`config.mk`:
```
export PLATFORM = sky130hd
export DESIGN_NAME = ram_fifo_rd_flat
export DESIGN_NICKNAME = d
export VERILOG_FILES = /design/src/rtl/ram_fifo_rd_if.sv /design/src/rtl/ram_fifo_rd.sv /design/src/flat_wrapper.sv
export SDC_FILE = /design/constraint.sdc
export NUM_CORES = 1
export LEC_CHECK = 0
export ABC_AREA = 1
export CORE_MARGIN = 1
export CORE_UTILIZATION = 35
export DETAILED_ROUTE_END_ITERATION = 10
export PLACE_DENSITY_LB_ADDON = 0.2
export SLEW_MARGIN = 20
export SYNTH_ARGS = -nofsm -noshare
export SYNTH_HDL_FRONTEND = slang
export SYNTH_SLANG_ARGS = --single-unit
```
`constraint.sdc`:
```
create_clock -name clk -period 2.4 [get_ports clk]
set_input_delay 0.48 -clock clk [delete_from_list [all_inputs] [get_ports clk]]
set_output_delay 0.48 -clock clk [all_outputs]
set_load 0.02 [all_outputs]
```
`src/rtl/ram_fifo_rd_if.sv`:
```
// Stream handshake between the RAM FIFO read controller and its fabric consumer.
interface ram_fifo_rd_if #(
  parameter int DATA_WIDTH = 32
);
  logic [DATA_WIDTH-1:0] m_data;
  logic                  m_valid;
  logic                  m_ready;

  modport master (output m_data, output m_valid, input m_ready);
  modport slave  (input m_data, input m_valid, output m_ready);
endinterface

```
`src/rtl/ram_fifo_rd.sv`:
```
// Fabric-side read controller for the RAM in FIFO mode: issues REN, absorbs the
// one-cycle read latency in a two-entry buffer, and sequences FIFO flushes.
module ram_fifo_rd #(
  parameter int DATA_WIDTH = 32
) (
  input  logic          clk,
  input  logic          rst_n,
  input  logic          ram_empty,
  input  logic [31:0]   ram_rdata,
  output logic          ram_ren,
  output logic [1:0]    ram_rmode,
  output logic          ram_fflush,
  input  logic          flush,
  ram_fifo_rd_if.master m,
  output logic [1:0]    level,
  output logic [15:0]   pop_count
);

  if (DATA_WIDTH != 32 && DATA_WIDTH != 16 && DATA_WIDTH != 8) begin : g_bad_width
    $error("ram_fifo_rd: DATA_WIDTH must be 8, 16 or 32");
  end

  function automatic logic [1:0] rmode_of(input int w);
    case (w)
      16:      return 2'b01;
      8:       return 2'b10;
      default: return 2'b00;
    endcase
  endfunction

  typedef enum logic [1:0] {RUN, FLUSH, SETTLE} state_t;

  state_t                state, state_nxt;
  logic                  settle_cnt, settle_nxt;
  logic                  inflight;
  logic [DATA_WIDTH-1:0] head, tail;
  logic [DATA_WIDTH-1:0] rdata_w;
  logic                  rdata_unused;
  logic                  pop, wr;
  logic [2:0]            occ;

  assign ram_rmode    = rmode_of(DATA_WIDTH);
  assign rdata_w      = ram_rdata[DATA_WIDTH-1:0];
  assign rdata_unused = ^ram_rdata;

  assign m.m_valid = (level != 2'd0);
  assign m.m_data  = head;
  assign pop       = m.m_valid && m.m_ready;
  assign wr        = inflight && (state == RUN);

  // Occupancy once this cycle settles; reads stop when it would exceed the buffer.
  assign occ     = {1'b0, level} + {2'b00, inflight} - {2'b00, pop};
  assign ram_ren = rst_n && (state == RUN) && !ram_empty && (occ < 3'd2);

  always_ff @(posedge clk or negedge rst_n) begin
    if (!rst_n) begin
      state      <= RUN;
      settle_cnt <= 1'b0;
    end else begin
      state      <= state_nxt;
      settle_cnt <= settle_nxt;
    end
  end

  always_comb begin
    state_nxt  = state;
    settle_nxt = settle_cnt;
    case (state)
      RUN:    state_nxt = RUN;
      FLUSH: begin
        state_nxt  = SETTLE;
        settle_nxt = 1'b0;
      end
      SETTLE: begin
        if (settle_cnt) state_nxt = RUN;
        else            settle_nxt = 1'b1;
      end
      default: state_nxt = RUN;
    endcase
    // A new request always (re)starts the flush sequence.
    if (flush) state_nxt = FLUSH;
  end

  always_ff @(posedge clk or negedge rst_n) begin
    if (!rst_n) begin
      ram_fflush <= 1'b0;
      inflight   <= 1'b0;
      pop_count  <= 16'd0;
    end else begin
      ram_fflush <= flush;
      inflight   <= ram_ren && !flush;
      if (pop && !flush) pop_count <= pop_count + 16'd1;
    end
  end

  // Two-entry buffer; a flush discards contents and any word returning next cycle.
  always_ff @(posedge clk or negedge rst_n) begin
    if (!rst_n) begin
      level <= 2'd0;
      head  <= '0;
      tail  <= '0;
    end else if (flush) begin
      level <= 2'd0;
    end else begin
      case ({wr, pop})
        2'b11: begin
          if (level == 2'd2) begin
            head <= tail;
            tail <= rdata_w;
          end else begin
            head <= rdata_w;
          end
        end
        2'b10: begin
          if (level == 2'd0) head <= rdata_w;
          else               tail <= rdata_w;
          level <= level + 2'd1;
        end
        2'b01: begin
          if (level == 2'd2) head <= tail;
          level <= level - 2'd1;
        end
        default: level <= level;
      endcase
    end
  end

endmodule

```
`src/flat_wrapper.sv`:
```
// flat-port wrapper written by rule: the top's interface ports become plain ports
module ram_fifo_rd_flat 
#(
  parameter int DATA_WIDTH = 32
)
  (clk, rst_n, ram_empty, ram_rdata, ram_ren, ram_rmode, ram_fflush, flush, level, pop_count, m_m_data, m_m_valid, m_m_ready);
  ram_fifo_rd_if #(.DATA_WIDTH(DATA_WIDTH)) m_i ();
  input  logic clk;
  input  logic rst_n;
  input  logic ram_empty;
  input  logic [31:0] ram_rdata;
  output logic ram_ren;
  output logic [1:0] ram_rmode;
  output logic ram_fflush;
  input  logic flush;
  output logic [1:0] level;
  output logic [15:0] pop_count;
  output wire logic [$bits(m_i.m_data)-1:0] m_m_data;
  output wire logic [$bits(m_i.m_valid)-1:0] m_m_valid;
  input wire logic [$bits(m_i.m_ready)-1:0] m_m_ready;
  assign m_m_data = m_i.m_data;
  assign m_m_valid = m_i.m_valid;
  assign m_i.m_ready = m_m_ready;
  ram_fifo_rd #(.DATA_WIDTH(DATA_WIDTH)) u_core (.clk(clk), .rst_n(rst_n), .ram_empty(ram_empty), .ram_rdata(ram_rdata), .ram_ren(ram_ren), .ram_rmode(ram_rmode), .ram_fflush(ram_fflush), .flush(flush), .m(m_i), .level(level), .pop_count(pop_count));
endmodule
```
==> results.py, run 1 <==
metrics = {
    "global_routing": {
        "grtUsageMet1": 0.251,
        "grt_pass1_vias": 4701,
        "grt_overflow_total": 0,
        "antenna_found_initial": 0,
        "gr-usage-met2": 0.333,
        "busiest_layer": "met2",
        "grt_pass1_wl_microns": 22800,
        "use_met3": 0.0357,
        "grt_max_degree": 65,
        "grt_usage": 0.199,
    },
    "layout": {
        "fillCellCount": 1382,
        "seq_area_sq_um": 2180,
        "instances_no_fill": 1014,
        "multi_input_area_sq_um": 2300,
        "antenna_cells": 0,
        "nets": 876,
        "drive_gt1_frac": 0.0779,
        "post-route-util": 0.474,
        "postLayoutCellArea_sq_um": 6570,
        "syn2layout_area_growth_pct": 32.4,
    },
    "drt": {
        "wl_per_cell_microns": 13.1,
        "ant_nets": 0,
        "drc": 0,
        "drt_iter0_markers": 251,
        "via_per_inst": 4.69,
        "routed_wl_microns": 13300,
        "num_vias": 4753,
        "first_pass_iters": 5,
    },
    "placed_design": {
        "numPortBuffers": 89,
        "dp_cells": 995,
        "pre_cts_ws_ns": -0.904,
        "dpl_cell_area_sq_um": 6170,
        "dp_hpwl_microns": 8990,
        "gp_congestion": 0.797,
    },
    "floorplanning": {
        "num_rows": 43,
        "initial_utilization": 0.358,
        "ios": 92,
        "die_area_sq_um": 14700,
        "fp.dieW_microns": 121,
        "die_h_microns": 121,
        "core_area_sq_um": 13900,
    },
    "setup_path": {
        "cp.arrival_ns": 2.23,
        "path_max_fanout": 2,
        "crit_required_ns": 1.92,
        "ff2ff_path_depth": 11,
        "reg2reg_from": "u_core.level[0]",
        "worstSetupEndpointType": "output pin",
        "cp-start-kind": "flip-flop",
        "crit_path_start": "u_core.level[0]",
        "crit_top_cell": "nor2_2",
        "cpMaxStageDelayCell": "fa_1",
        "worst-setup-path-type": "flip-flop to output pin",
        "cpPeakStageDelay_ns": 0.48,
        "cp_cell_sequence": "nor2_2 > nor2_2 > ha_1 > inv_1 > nand2_2 > fa_1 > nand4_1 > nor2_4 > buf_6",
    },
    "clocking": {
        "insertion_delay_ns": 0.34,
        "numCtsBuffers": 9,
        "path_clk_slew_ns": 0.06,
        "cts_tree": "yes",
        "htree_levels": 3,
        "ctsHoldBuffers": 0,
        "cts.sinks": 87,
        "cts-root-buf": "clkbuf_16",
        "clk_path_buf_depth": 2,
    },
    "synth": {
        "synth_edf_count": 0,
        "synth-seq-cells": 87,
        "ys.flop_type": "dfrtp_1",
        "ys_warn_count": 0,
        "yosysTopAreaCell": "dfrtp_1",
        "syn_inst": 734,
        "avgSynthCellArea_sq_um": 6.76,
        "synth_common_cells": "nand2_1, inv_1, dfrtp_1",
        "synth_top_area_frac": 0.439,
        "synth_area_leaders": "dfrtp_1, nand2_1, inv_1",
        "synth_area_sq_um": 4960,
        "synth.distinct_cells": 25,
        "async_flop_share": 1.00,
        "ys_seq_area_frac": 0.439,
        "yosysMostFrequentCell": "nand2_1",
    },
    "timing": {
        "fin_ws_ns": -0.310,
        "setup_viol": 1,
        "rsz0062_at_grt": "yes",
        "drv_slew": 0,
        "fmax_ghz": 0.369,
        "tightest_slew_ns": 0.724,
        "fin_skew_ns": 0.00535,
        "timing.final.hold_violations": 0,
        "relSlewSlack": 0.518,
        "min_period_ns": 2.71,
        "fin_crit_sh": 1.13,
    },
    "pwr": {
        "comb_power_share": 0.295,
        "p_sw_frac": 0.302,
        "power_w": 0.00501,
        "power_switching_w": 0.00151,
        "clock_power_share": 0.320,
        "powerDensity_nw_per_um2": 762,
        "seqPwrFrac": 0.386,
        "intPower_w": 0.00350,
        "p_leak_nw": 3.21,
        "ir_drop_uv": 353,
    },
    "hold_path": {
        "hold_path_class": "primary input to asynchronous set/reset pin",
    },
    "run": {
        "max-cap-violations": 0,
    },
    "outcome": {
        "violations": "negative setup slack",
        "status": "finished, violations left",
    },
}
==> sequential cells by signal (all words and copies together) (netlist names) <==
| register | cells |
|---|---|
| u_core.level | 2 |
| u_core.m.m_data | 32 |
| u_core.tail | 32 |
| u_core.settle_cnt | 1 |
| u_core.inflight | 1 |
| u_core.ram_fflush | 1 |
| u_core.pop_count | 16 |
| u_core.state | 2 |
==> repair_timing <==
action	CTS	global route
gates resized for setup	17	2
endpoints found under the setup margin	1	2
buffers inserted	6	2
pin swaps	3	1
==> critical path: cells and delay by family, from the launching register on <==
family | cells | cell delay [ns]
adder cells (fa/ha/maj) | 2 | 0.76
AND/OR/NAND/NOR | 5 | 0.50
flip-flops | 1 | 0.41
buffers and inverters | 2 | 0.20
==> cells in the final DEF, fill, tap and decap left out <==
cell type	count
nand2_1	344
inv_1	93
clkdlybuf4s50_1	86
dfrtp_1	85
nand3_1	50
o21ai_1	37
o21ai_0	37
buf_4	23
nor2_1	13
ha_1	9
clkbuf_16	9
nor2_2	4
nor2_4	4
clkbuf_8	4
buf_6	4
buf_12	4
nand2_2	3
inv_2	3
nand4_1	2
xnor2_1	2
a21oi_1	2
xor2_1	2
conb_1	2
bufinv_16	2
dfrtp_2	2
xor2_2	1
nor3_4	1
or2_2	1
and2_1	1
nor3_1	1
fa_1	1
clkbuf_1	1
dlygate4sd2_1	1
==> final timing paths <==
kind / end / slack (ns)
worst max register to register: u_core.inflight / 0.15
max in group asynchronous: u_core.tail[0] / 1.16
worst min-delay path: u_core.m.m_data[7] / 0.31
min in group clk: u_core.m.m_data[3] / 0.48
worst min register to register: u_core.m.m_data[3] / 0.48
worst max-delay path: ram_ren / -0.31
==> per-stage QoR <==
step / hold WS, ns / TNS [ns]
after floorplan: 0.184 / 0
after global placement: 0.462 / -2.17
after detailed placement: 0.466 / -4.21
after CTS: 0.346 / -0.387
after global routing: 0.392 / -0.407
final: 0.315 / -0.310
==> metal layers <==
layer | vias to the layer above | part of all wire
met2 | 121 | 0.47
met4 | 0 | 0.018
li1 | 2421 | -
met1 | 2191 | 0.46
met3 | 20 | 0.050
met5 | - | 0
==> power by group through the flow <==
| stage | combinational [W] | clock (W) | sequential (W) |
|---|---|---|---|
| final | 0.00148 | 0.00160 | 0.00193 |
| after global routing | 0.00162 | 0.00170 | 0.00197 |
| after CTS | 0.00150 | 0.00165 | 0.00194 |
| after detailed placement | 0.00148 | 0 | 0.00196 |
| after global placement | 0.00147 | 0 | 0.00195 |
| after floorplan | 0.000383 | 0 | 0.00228 |
==> layout make-up <==
cell class,count,share of cell area
Multi-Input combinational cell,517,0.349
Sequential cell,87,0.332
Timing Repair Buffer,118,0.178
Inverter,96,0.0548
Clock buffer,14,0.0432
Tap cell,180,0.0343
Clock inverter,2,0.00914
==> cell families after synthesis <==
group | share of synthesized area
compound gates | 0.0766
xor+xnor | 0.00882
fa+ha+maj | 0.0267
buf+inv | 0.108
flops | 0.439
other cells | 0.000756
simple gates | 0.340
Note: power is estimated with default switching activity, not from simulation.
==> run 2, diff against run 1 <==
--- a/config.mk
+++ b/config.mk
@@ -9,7 +9,7 @@
 export CORE_MARGIN = 1
 export CORE_UTILIZATION = 35
 export DETAILED_ROUTE_END_ITERATION = 10
-export PLACE_DENSITY_LB_ADDON = 0.2
+export PLACE_DENSITY = 0.66
 export SLEW_MARGIN = 20
 export SYNTH_ARGS = -nofsm -noshare
 export SYNTH_HDL_FRONTEND = slang
==> run 2 against run 1 <==
The flow finishes with violations (design-rule violations, negative setup slack). Fmax rose by 2.8%. Global-route usage fell by 1.7 points. Hold slack got worse by 0.10 ns. Sequential share of layout area fell by 0.72 points. Clock skew rose by 0.0025 ns. Cell count rose by 1.1%. Critical endpoint unchanged. Largest cell class unchanged. Largest power group unchanged.
==> results.py, run 2 (synthesis results as in run 1) <==
metrics = {
    "outcome": {
        "status": "finished, violations left",
        "violations": "design-rule violations, negative setup slack",
    },
    "global_routing": {
        "grt_overflow_total": 0,
        "grt_usage": 0.182,
        "grt_pass1_vias": 4224,
        "grt_pass1_wl_microns": 20900,
        "antenna_found_initial": 0,
        "grt_max_degree": 88,
    },
    "timing": {
        "drv_slew": 0,
        "rsz0062_at_grt": "yes",
        "timing.final.hold_violations": 0,
        "fmax_ghz": 0.379,
        "fin_skew_ns": 0.00786,
        "fin_ws_ns": -0.237,
        "min_period_ns": 2.64,
        "hold_ws_ns": 0.212,
        "fin_crit_sh": 1.10,
        "setup_tns_ns": -0.237,
        "setup_viol": 1,
    },
    "setup_path": {
        "crit_top_cell": "nor2_2",
        "crit_cells": 9,
        "cp_cell_sequence": "nor2_2 > nor2_2 > ha_1 > inv_1 > nand2_1 > fa_1 > xor2_1 > nor2_4 > buf_6",
        "path_buf_inv": 2,
        "cp-start-kind": "flip-flop",
        "crit_path_start": "u_core.level[1]",
        "worst-setup-path-type": "flip-flop to output pin",
        "ff2ff_path_depth": 16,
        "worstSetupEndpointType": "output pin",
        "reg2reg_from": "u_core.level[1]",
        "path_max_fanout": 2,
        "cpPeakStageDelay_ns": 0.40,
        "crit_required_ns": 1.92,
        "cpMaxStageDelayCell": "dfrtp_2",
        "critPathTopFamily": "adder cells",
        "cp.arrival_ns": 2.16,
        "rr_endpoint": "u_core.tail[0]",
        "crit_end": "ram_ren",
        "r2r_slack_ns": 0.21,
    },
    "clocking": {
        "numCtsBuffers": 9,
        "cts-root-buf": "clkbuf_16",
        "clk_path_buf_depth": 2,
        "htree_levels": 3,
        "cts.sinks": 87,
        "path_clk_slew_ns": 0.06,
        "ctsHoldBuffers": 0,
        "cts_tree": "yes",
        "insertion_delay_ns": 0.34,
    },
    "drt": {
        "first_pass_iters": 8,
        "via_per_inst": 4.58,
        "ant_nets": 0,
        "drc": 2,
        "wl_per_cell_microns": 12.5,
        "num_vias": 4695,
        "routed_wl_microns": 12800,
        "drt_iter0_markers": 363,
    },
    "placed_design": {
        "numPortBuffers": 89,
        "dpl_cell_area_sq_um": 6200,
        "dp_hpwl_microns": 8440,
        "gp_congestion": 0.769,
    },
    "layout": {
        "drive_gt1_frac": 0.0970,
        "antenna_cells": 0,
        "nets": 887,
        "postLayoutCellArea_sq_um": 6720,
        "syn2layout_area_growth_pct": 35.4,
        "final_common_cell": "nand2_1",
        "final_cell_mix": "nand2_1, inv_1, clkdlybuf4s50_1, dfrtp_1, nand3_1",
    },
    "run": {
        "max-cap-violations": 0,
    },
    "floorplanning": {
        "fp.dieW_microns": 121,
        "num_rows": 43,
        "core_area_sq_um": 13900,
        "initial_utilization": 0.358,
        "die_area_sq_um": 14700,
        "die_h_microns": 121,
        "ios": 92,
    },
    "pwr": {
        "p_leak_nw": 3.28,
        "power_w": 0.00475,
        "powerDensity_nw_per_um2": 706,
        "ir_drop_uv": 343,
    },
    "hold_path": {
        "hold_path_class": "primary input to asynchronous set/reset pin",
    },
}
run 2: stage by stage:
step,setup slack (ns),std cells,util
global placement,-0.846,997,0.447
global route,-0.335,1025,0.484
CTS,-0.284,1020,0.474
finish,-0.237,1025,0.484
detailed placement,-0.868,997,0.447
floorplan,0.00835,735,-
run 2: per-layer routing:
layer / vias up / global-route usage / wire (microns)
li1: 2439 / - / -
met3: 16 / 0.0315 / 573
met4: 0 / 0.0779 / 212
met5: - / 0 / 0
met2: 114 / 0.290 / 5940
met1: 2126 / 0.242 / 6080
run 2: power breakdown:
| group | total [W] | internal (W) | switching, W |
|---|---|---|---|
| Combinational | 0.00149 | 0.000719 | 0.000768 |
| Sequential | 0.00193 | 0.00176 | 0.000168 |
| Clock | 0.00133 | 0.000756 | 0.000573 |
| Total | 0.00475 | 0.00324 | 0.00151 |
run 2: what timing repair did:
item | CTS | global route
buffers inserted | 7 | 5
pin swaps | 4 | 4
gates resized for setup | 21 | 16
setup endpoints to repair | 1 | 67
gates cloned | 0 | 3
run 2: how the worst min path moves through the flow:
stage	start	end	slack (ns)	cells after the start
after floorplan	rst_n	u_core.inflight	0.18	0
after global placement	u_core.m.m_data[12]	u_core.m.m_data[12]	0.46	2
after detailed placement	u_core.m.m_data[27]	u_core.m.m_data[27]	0.46	2
after CTS	rst_n	u_core.tail[17]	0.27	2
after global routing	rst_n	u_core.m.m_data[13]	0.28	2
final	rst_n	u_core.tail[17]	0.21	2
run 2: worst register-to-register path: cells and delay by family, from the launching register on:
family          cells  cell delay (ns)
buf+inv             8             0.99
fa+ha+maj           1             0.16
compound gates      1             0.10
flops               1             0.40
simple gates        6             0.46
run 2: layout make-up:
type | instances | area [sq um]
Fill cell | 1403 | 7160
Clock inverter | 3 | 17.5
Clock buffer | 13 | 260
Tap cell | 180 | 225
Multi-Input combinational cell | 517 | 2330
Sequential cell | 87 | 2180
Timing Repair Buffer | 129 | 1340
Inverter | 96 | 370
==> run 3, diff against run 2 <==
==> constraint.sdc (replaced) <==
create_clock -name clk -period 2.1 [get_ports clk]
set_input_delay 0.42 -clock clk [delete_from_list [all_inputs] [get_ports clk]]
set_output_delay 0.42 -clock clk [all_outputs]
set_load 0.02 [all_outputs]
==> run 3 against run 2 <==
The run ends with negative setup slack left. Die area did not move. Cell area fell by 1.3%. Critical path depth did not move. Flip-flop and latch count did not move. Hold slack got worse by 0.046 ns. Non-clock buffer count fell by 5. Global-route usage rose by 0.25 points. Critical path type unchanged. Critical endpoint unchanged. Largest power group unchanged.
==> results.py, run 3 (synthesis results as in run 1) <==
metrics = {
    "outcome": {
        "status": "finished, violations left",
        "violations": "negative setup slack",
    },
    "placed_design": {
        "dp_hpwl_microns": 8200,
        "pre_cts_ws_ns": -1.05,
        "dp_cells": 998,
        "gp_congestion": 0.782,
        "numPortBuffers": 89,
    },
    "drt": {
        "num_vias": 4659,
        "first_pass_iters": 5,
        "drc": 0,
        "via_per_inst": 4.58,
        "wl_per_cell_microns": 12.9,
        "drt_iter0_markers": 281,
        "routed_wl_microns": 13100,
        "ant_nets": 0,
    },
    "floorplanning": {
        "initial_utilization": 0.358,
        "die_area_sq_um": 14700,
        "core_area_sq_um": 13900,
        "die_h_microns": 121,
        "ios": 92,
        "num_rows": 43,
        "fp.dieW_microns": 121,
    },
    "clocking": {
        "ctsHoldBuffers": 0,
        "cts_tree": "yes",
        "path_clk_slew_ns": 0.06,
        "numCtsBuffers": 9,
        "cts.sinks": 87,
        "insertion_delay_ns": 0.34,
        "cts-root-buf": "clkbuf_16",
        "htree_levels": 3,
        "clk_path_buf_depth": 2,
    },
    "timing": {
        "rsz0062_at_grt": "yes",
        "hold_ws_ns": 0.166,
        "min_period_ns": 2.51,
        "fmax_ghz": 0.399,
        "timing.final.hold_violations": 0,
        "fin_crit_sh": 1.19,
        "fin_skew_ns": 0.00298,
        "fin_ws_ns": -0.407,
        "drv_slew": 0,
        "setup_viol": 1,
    },
    "pwr": {
        "power_w": 0.00539,
        "p_leak_nw": 3.24,
        "ir_drop_uv": 320,
        "powerDensity_nw_per_um2": 812,
    },
    "layout": {
        "final_common_cell": "nand2_1",
        "post-route-util": 0.478,
        "drive_gt1_frac": 0.0859,
        "antenna_cells": 0,
        "syn2layout_area_growth_pct": 33.6,
        "instances_no_fill": 1018,
        "final_cell_mix": "nand2_1, inv_1, clkdlybuf4s50_1, dfrtp_1, nand3_1",
        "nets": 882,
    },
    "global_routing": {
        "grt_overflow_total": 0,
        "grt_pass1_vias": 4363,
        "grt_pass1_wl_microns": 21200,
        "grt_max_degree": 88,
        "grt_usage": 0.184,
        "antenna_found_initial": 0,
    },
    "run": {
        "max-cap-violations": 0,
    },
    "setup_path": {
        "cp-start-kind": "flip-flop",
        "worst-setup-path-type": "flip-flop to output pin",
        "crit_required_ns": 1.68,
        "path_max_fanout": 2,
        "worstSetupEndpointType": "output pin",
        "cp.arrival_ns": 2.09,
    },
    "hold_path": {
        "hold_path_class": "primary input to asynchronous set/reset pin",
    },
}
-- run 3: final cells by class --
class,instances,area (sq um)
fill,1377,7250
sequential,87,2180
tap,180,225
clock buffer,13,260
multi-input combinational,517,2310
clock inverter,1,5.00
timing repair buffer,124,1290
inverter,96,363
-- run 3: metrics by stage --
| stage | setup TNS [ns] | instance area [sq um] |
|---|---|---|
| 3_3_place_gp | -17.22 | 6260 |
| 5_1_grt | -0.484 | 6630 |
| 4_1_cts | -0.475 | 6560 |
| 2_1_floorplan | -0.147 | 4990 |
| 3_5_place_dp | -18.66 | 6260 |
| 6_report | -0.407 | 6630 |
-- run 3: worst paths after layout --
| path | start | to | slack, ns | depth (start not counted) |
|---|---|---|---|---|
| hold reg to reg | u_core.m.m_data[21] | u_core.m.m_data[21] | 0.48 | 2 |
| setup / recovery | u_core.level[0] | ram_ren | -0.41 | 9 |
| max in group asynchronous | rst_n | u_core.level[0] | 1.53 | 2 |
| min in group clk | u_core.m.m_data[21] | u_core.m.m_data[21] | 0.48 | 2 |
| setup reg to reg | u_core.state[0] | u_core.m.m_data[31] | 0.19 | 10 |
| hold / removal | rst_n | u_core.tail[18] | 0.17 | 2 |
-- run 3: metal layers --
metal | GRT usage | up-vias | wire (microns)
li1 | - | 2434 | -
met2 | 0.299 | 102 | 6080
met1 | 0.245 | 2111 | 6230
met5 | 0 | - | 0
met4 | 0.0718 | 0 | 198
met3 | 0.0301 | 12 | 627
-- run 3: power by group --
part / internal (W) / total [W] / switching (W)
logic: 0.000816 / 0.00170 / 0.000880
clock network: 0.000853 / 0.00149 / 0.000638
registers: 0.00201 / 0.00220 / 0.000189
total: 0.00368 / 0.00539 / 0.00171
-- run 3: worst max-delay path, stage by stage, from the launching register on --
cell and delay (ns):
dfrtp_2 0.42, buf_6 0.13, inv_4 0.05, ha_4 0.19, inv_2 0.05, nand2_2 0.04
fa_1 0.47, nand4_1 0.14, nor2_4 0.12, buf_6 0.12
-- run 3: repair_timing --
action	CTS	global route
hold endpoints to repair	0	0
buffers inserted	2	1
pin swaps	5	2
setup endpoints to repair	2	43
resized for setup	14	5
gates cloned	0	3
